File: src/rtl/star_pkg.sv
// Shared sizes, background colour, FSM encoding and raster helpers for the
// star frame scanner and its raster counter.
package star_pkg;
  localparam int xSz     = 8;
  localparam int ySz     = 7;
  localparam int colSz   = 3;
  localparam int X_MAX   = 160;
  localparam int Y_MAX   = 120;
  localparam int ADDR_SZ = 15;

  localparam logic [colSz-1:0] BG_COL = 3'b000;
  localparam logic [xSz-1:0]   X_LAST = xSz'(X_MAX - 1);
  localparam logic [ySz-1:0]   Y_LAST = ySz'(Y_MAX - 1);

  typedef logic [1:0] state_t;
  localparam state_t IDLE  = 2'd0;
  localparam state_t SCAN  = 2'd1;
  localparam state_t FOUND = 2'd2;
  localparam state_t DONE  = 2'd3;

  typedef struct packed {
    logic [xSz-1:0] x;
    logic [ySz-1:0] y;
  } pix_t;

  // Next pixel in raster order; the last pixel of the frame saturates.
  function automatic pix_t pix_next(input pix_t p);
    pix_t n;
    n = p;
    if (p.x != X_LAST) begin
      n.x = p.x + 1'b1;
    end else if (p.y != Y_LAST) begin
      n.x = '0;
      n.y = p.y + 1'b1;
    end
    return n;
  endfunction

  // y*160 + x built from two shifts, no multiplier.
  function automatic logic [ADDR_SZ-1:0] pix_addr(input pix_t p);
    return (ADDR_SZ'(p.y) << 7) + (ADDR_SZ'(p.y) << 5) + ADDR_SZ'(p.x);
  endfunction
endpackage

File: src/rtl/raster_counter.sv
// Raster x/y read counter: clear, advance with wrap, or reload to the pixel
// after a given (x,y); also produces the linear memory address.
module raster_counter
  import star_pkg::*;
(
  input  logic               clk,
  input  logic               resetn,
  input  logic               i_clr,
  input  logic               i_adv,
  input  logic               i_load,
  input  logic [xSz-1:0]     i_ld_x,
  input  logic [ySz-1:0]     i_ld_y,
  output logic [xSz-1:0]     o_x,
  output logic [ySz-1:0]     o_y,
  output logic [ADDR_SZ-1:0] o_addr,
  output logic               o_last
);
  pix_t r_pix;
  pix_t w_ld_pix;

  assign w_ld_pix = {i_ld_x, i_ld_y};

  always_ff @(posedge clk or negedge resetn) begin
    if (!resetn) begin
      r_pix <= '0;
    end else if (i_clr) begin
      r_pix <= '0;
    end else if (i_load) begin
      r_pix <= pix_next(w_ld_pix);
    end else if (i_adv) begin
      r_pix <= pix_next(r_pix);
    end
  end

  assign o_x    = r_pix.x;
  assign o_y    = r_pix.y;
  assign o_addr = pix_addr(r_pix);
  assign o_last = (r_pix.x == X_LAST) && (r_pix.y == Y_LAST);
endmodule

File: src/rtl/frame_scanner.sv
// Raster reader for the 160x120 star frame: stops on the first non-background
// pixel, reports its coordinates, and can resume from the following pixel.
module frame_scanner
  import star_pkg::*;
(
  input  logic               clk,
  input  logic               resetn,
  input  logic               start,
  input  logic               resume,
  output logic [ADDR_SZ-1:0] mem_addr,
  output logic               mem_rd_en,
  input  logic [colSz-1:0]   mem_data,
  output logic [xSz-1:0]     xCount,
  output logic [ySz-1:0]     yCount,
  output logic               starFound,
  output logic               scanDone
);
  state_t             r_state;
  state_t             w_state_next;
  logic               r_rd_done;
  logic               r_pend_v;
  logic [xSz-1:0]     r_pend_x;
  logic [ySz-1:0]     r_pend_y;
  logic [xSz-1:0]     r_x_hit;
  logic [ySz-1:0]     r_y_hit;
  logic [xSz-1:0]     w_cnt_x;
  logic [ySz-1:0]     w_cnt_y;
  logic [ADDR_SZ-1:0] w_cnt_addr;
  logic               w_cnt_last;
  logic               w_rd_en;
  logic               w_hit;
  logic               w_scan_go;
  logic               w_pend_last;
  logic               w_hit_last;

  assign w_scan_go   = (r_state == IDLE) && start;
  assign w_rd_en     = (r_state == SCAN) && !r_rd_done;
  assign w_hit       = (r_state == SCAN) && r_pend_v && (mem_data != BG_COL);
  assign w_pend_last = (r_pend_x == X_LAST) && (r_pend_y == Y_LAST);
  assign w_hit_last  = (r_x_hit == X_LAST) && (r_y_hit == Y_LAST);

  // A hit rewinds the counter past the speculative read issued alongside it.
  raster_counter u_raster_counter (
    .clk    (clk),
    .resetn (resetn),
    .i_clr  (w_scan_go),
    .i_adv  (w_rd_en),
    .i_load (w_hit),
    .i_ld_x (r_pend_x),
    .i_ld_y (r_pend_y),
    .o_x    (w_cnt_x),
    .o_y    (w_cnt_y),
    .o_addr (w_cnt_addr),
    .o_last (w_cnt_last)
  );

  always_ff @(posedge clk or negedge resetn) begin
    if (!resetn) begin
      r_state <= IDLE;
    end else begin
      r_state <= w_state_next;
    end
  end

  always_comb begin
    w_state_next = r_state;
    case (r_state)
      IDLE:    if (start) w_state_next = SCAN;
      SCAN: begin
        if (w_hit) begin
          w_state_next = FOUND;
        end else if (r_rd_done) begin
          w_state_next = DONE;
        end
      end
      FOUND: begin
        if (!start) begin
          w_state_next = IDLE;
        end else if (resume) begin
          w_state_next = w_hit_last ? DONE : SCAN;
        end
      end
      DONE:    if (!start) w_state_next = IDLE;
      default: w_state_next = IDLE;
    endcase
  end

  always_comb begin
    mem_addr  = '0;
    mem_rd_en = 1'b0;
    xCount    = '0;
    yCount    = '0;
    starFound = 1'b0;
    scanDone  = 1'b0;
    case (r_state)
      SCAN: begin
        mem_rd_en = w_rd_en;
        mem_addr  = w_rd_en ? w_cnt_addr : '0;
        xCount    = r_x_hit;
        yCount    = r_y_hit;
      end
      FOUND: begin
        starFound = 1'b1;
        xCount    = r_x_hit;
        yCount    = r_y_hit;
      end
      DONE: begin
        scanDone = 1'b1;
        xCount   = r_x_hit;
        yCount   = r_y_hit;
      end
      default: ;
    endcase
  end

  // Compare pipeline and hit capture; r_rd_done marks the last address issued.
  always_ff @(posedge clk or negedge resetn) begin
    if (!resetn) begin
      r_rd_done <= 1'b0;
      r_pend_v  <= 1'b0;
      r_pend_x  <= '0;
      r_pend_y  <= '0;
      r_x_hit   <= '0;
      r_y_hit   <= '0;
    end else begin
      r_pend_v <= w_rd_en && !w_hit;
      if (w_rd_en) begin
        r_pend_x <= w_cnt_x;
        r_pend_y <= w_cnt_y;
      end
      if (w_scan_go) begin
        r_rd_done <= 1'b0;
        r_x_hit   <= '0;
        r_y_hit   <= '0;
      end else if (w_hit) begin
        r_rd_done <= w_pend_last;
        r_x_hit   <= r_pend_x;
        r_y_hit   <= r_pend_y;
      end else if (w_rd_en && w_cnt_last) begin
        r_rd_done <= 1'b1;
      end
    end
  end
endmodule

File: config.mk
export PLATFORM = sky130hd
export DESIGN_NAME = frame_scanner
export DESIGN_NICKNAME = d
export VERILOG_FILES = /design/src/rtl/star_pkg.sv /design/src/rtl/raster_counter.sv /design/src/rtl/frame_scanner.sv
export SDC_FILE = /design/constraint.sdc
export NUM_CORES = 1
export LEC_CHECK = 0
export CORE_MARGIN = 10
export CORE_UTILIZATION = 60
export DETAILED_ROUTE_END_ITERATION = 10
export PLACE_DENSITY_LB_ADDON = 0.3
export SLEW_MARGIN = 20
export SYNTH_ARGS = -nofsm -noshare
export SYNTH_HDL_FRONTEND = slang
export SYNTH_SLANG_ARGS = --single-unit
File: constraint.sdc
create_clock -name clk -period 7.85 [get_ports clk]
set_input_delay 2.355 -clock clk [delete_from_list [all_inputs] [get_ports clk]]
set_output_delay 2.355 -clock clk [all_outputs]
set_load 0.02 [all_outputs]
==> flow_metrics.env <==
export IMPL_status="finished clean"
export IMPL_vias_per_cell=6.24
export IMPL_cap_violations=0
export IMPL_fin_skew_ns=0.00604
export IMPL_diodes=0
export IMPL_syn_inst=398
export IMPL_post_cts_repair_setup_buffers=0
export IMPL_h_tree_depth=2
export IMPL_drc=0
export IMPL_crit_path_start_kind="register"
export IMPL_fin_setup_tns_ns=0
export IMPL_slew_violations=0
export IMPL_rsz0062_at_grt="false"
export IMPL_filler_cell_count=452
export IMPL_hp_start="r_x_hit[3]"
export IMPL_grt_max_degree=50
export IMPL_ys_async_sr_fraction=1.00
export IMPL_r2r_start="r_state[1]"
export IMPL_ctsResizeCount=0
export IMPL_wl_um=8190
export IMPL_grt_overflow=0
export IMPL_root_buffer="clkbuf_8"
export IMPL_synth_top_family_by_area="simple AND/OR/NAND/NOR gates"
export IMPL_area_growth_pct=15.5
export IMPL_cp_slowest_cell="clkdlybuf4s50_1"
export IMPL_period_minus_slack_ns=5.76
export IMPL_path_max_fanout=6
export IMPL_cts_sinks=49
export IMPL_post_route_period_util=0.734
export IMPL_die_area_um2=8970
export IMPL_dieWidth_um=94.7
export IMPL_maxSlewHeadroom=0.320
export IMPL_leakage_uw=0.00171
export IMPL_whs_endpoint="r_x_hit[3]"
export IMPL_crit_chain="inv_1 -> fa_1 -> fa_1 -> nor2b_1 -> o21ai_1 -> a21boi_0 -> o211ai_1 -> a21oi_1 -> clkdlybuf4s50_1"
export IMPL_ir_drop_v=0.000252
export IMPL_drtAntennaViolNets=0
export IMPL_ys_ff_latch=49
export IMPL_netlist_area_um2=3350
export IMPL_synth_edf_count=0
export IMPL_cp_buffers_inverters=2
export IMPL_avgSynthCellArea_um2=8.41
export IMPL_timing_rr_end="u_raster_counter.o_y[1]"
export IMPL_ys_warn_count=0
export IMPL_hold_path_depth=2
export IMPL_synth_cell_types=56
export IMPL_synth_xor_area_share=0.0314
export IMPL_ys_seq_area_frac=0.366
export IMPL_antenna_found_initial=0
export IMPL_synth_area_mux_share=0.0120
export IMPL_reg2reg_depth=7
export IMPL_io_pins=40
export IMPL_clockBufferDepth=2
export IMPL_grt_usage=0.181
export IMPL_setup_violations=0
export IMPL_dp_cells=486
export IMPL_cp_arrival_ns=3.40
export IMPL_cpLargestDelayFamily="adder cells"
export IMPL_initial_core_util=0.612
export IMPL_ys_flop_type="dfrtp_1"
export IMPL_synth_fa_ha_area_frac=0.0755
export IMPL_portBuffers=39
export IMPL_grt_pass1_vias=2754
export IMPL_cp_required_ns=5.50
export IMPL_final_nets=447
export IMPL_drive_gt1_frac=0.0379
export IMPL_hold_class="reg -> reg"
export IMPL_dpl_hpwl_um=5720
export IMPL_slowest_delay_ns=0.62
export IMPL_finalHoldViolCount=0
export IMPL_tightest_slew_ns=1.02
export IMPL_reg2reg_slack_ns=4.91
export IMPL_die_height_um=94.7
export IMPL_crit_type="reg -> out"
export IMPL_crit_path_end_kind="output pin"
export IMPL_vias=3081
export IMPL_timing_fmax_mhz=174
export IMPL_core_area_um2=5470
export IMPL_drt_pass1_iterations=4
export IMPL_syn_nets=424
export IMPL_hold_buffers=0
export IMPL_cts_tree="done"
export IMPL_cp_common_cell="fa_1"
export IMPL_grt_first_pass_wirelength_um=13400
export IMPL_routedWlPerCell_um=16.6
export IMPL_cts_made_buffers=5
export IMPL_clk_latency_ns=0.31
export IMPL_synth_compound_area_share=0.187
export IMPL_drt_first_iter_violations=255
export IMPL_clk_pin_slew_ns=0.10
export IMPL_synthSimpleGateAreaFrac=0.274
export IMPL_cellPowerDensity_nw_per_um2=408
export IMPL_place_gp_congestion=0.898
export IMPL_instances_no_fill=494
export IMPL_rows=27
-- cells by family (layout without fill, tap and decap cells) --
logic type	after synthesis	after routing
compound gates	96	96
xor+xnor	12	12
fa+ha+maj	19	19
buf+inv	39	63
flops	49	49
mux	4	4
simple gates	179	179
-- layout by cell type, fill, tap and decap left out, types with 13 or more instances in the layout --
cell / n
nand2_1: 71
dfrtp_1: 49
clkdlybuf4s50_1: 38
a21oi_1: 28
nor2b_1: 21
ha_1: 17
nor2_1: 16
o21ai_0: 15
nand4_1: 15
and2_1: 14
inv_1: 13
-- Yosys cell counts (7+ instances only) --
master / instances / area [µm²]
a211oi_1: 10 / 75.1
a21o_1: 7 / 52.6
a21oi_1: 28 / 140
clkbuf_1: 14 / 52.6
nand4_1: 15 / 93.8
a31oi_1: 7 / 43.8
ha_1: 17 / 213
and2_1: 14 / 87.6
nor2b_1: 21 / 131
nor2_1: 17 / 63.8
and3_1: 9 / 56.3
nand3_1: 8 / 40.0
nand2_1: 71 / 267
nor3_1: 8 / 40.0
o21ai_0: 15 / 75.1
dfrtp_1: 49 / 1230
inv_1: 13 / 48.8
-- power by group --
part / internal (µW) / switching [µW]
registers: 357 / 138
logic: 379 / 485
clock network: 128 / 90.7
-- worst max path at each step --
stage	end	from	depth (start not counted)	slack, ns
detailed placement	mem_addr[14]	u_raster_counter.o_y[2]	9	2.45
finish	mem_addr[14]	u_raster_counter.o_y[2]	9	2.09
global placement	mem_addr[14]	u_raster_counter.o_y[2]	9	2.53
CTS	mem_addr[14]	u_raster_counter.o_y[2]	9	2.11
floorplan	mem_addr[14]	u_raster_counter.o_y[2]	8	3.05
global route	mem_addr[14]	u_raster_counter.o_y[2]	9	1.88
-- per-layer routing --
layer | GRT usage | routed length (µm) | share of wire
met2 | 0.294 | 3790 | 0.46
met1 | 0.241 | 3710 | 0.45
met5 | 0 | 0 | 0
met3 | 0.0365 | 614 | 0.075
met4 | 0.0474 | 77 | 0.0094
-- stage by stage --
step	hold WS (ns)	cell area [µm²]	power (µW)	setup slack, ns	utilization
finish	0.540	3870	1580	2.09	0.706
global route	0.575	3870	1700	1.88	0.706
CTS	0.544	3860	1580	2.11	0.706
detailed placement	0.531	3720	1350	2.45	0.680
global placement	0.523	3720	1330	2.53	0.680
floorplan	0.501	3350	1060	3.05	-
-- registers in the layout, summed over array words and instances (netlist names) --
signal,cells
r_pend_v,1
r_pend_x,8
r_pend_y,7
r_rd_done,1
r_state,2
r_x_hit,8
r_y_hit,7
u_raster_counter.o_x,8
u_raster_counter.o_y,7
-- worst register-to-register path: cells and delay by family (launching register included) --
family / cells / cell delay, ns
AND/OR/NAND/NOR: 3 / 1.28
buffers and inverters: 2 / 0.70
flip-flops: 1 / 0.45
multiplexers: 1 / 0.25
AO/OA/AOI/OAI: 1 / 0.09
-- layout make-up --
class / instances / area (µm²) / area share
sequential: 49 / 1230 / 0.317
clock buffer: 5 / 68.8 / 0.0178
multi-input combinational: 310 / 1960 / 0.506
timing repair buffer: 41 / 403 / 0.104
inverter: 14 / 52.6 / 0.0136
tap: 72 / 90.1 / 0.0233
clock inverter: 3 / 68.8 / 0.0178
Note: power is estimated with default switching activity, not from simulation.
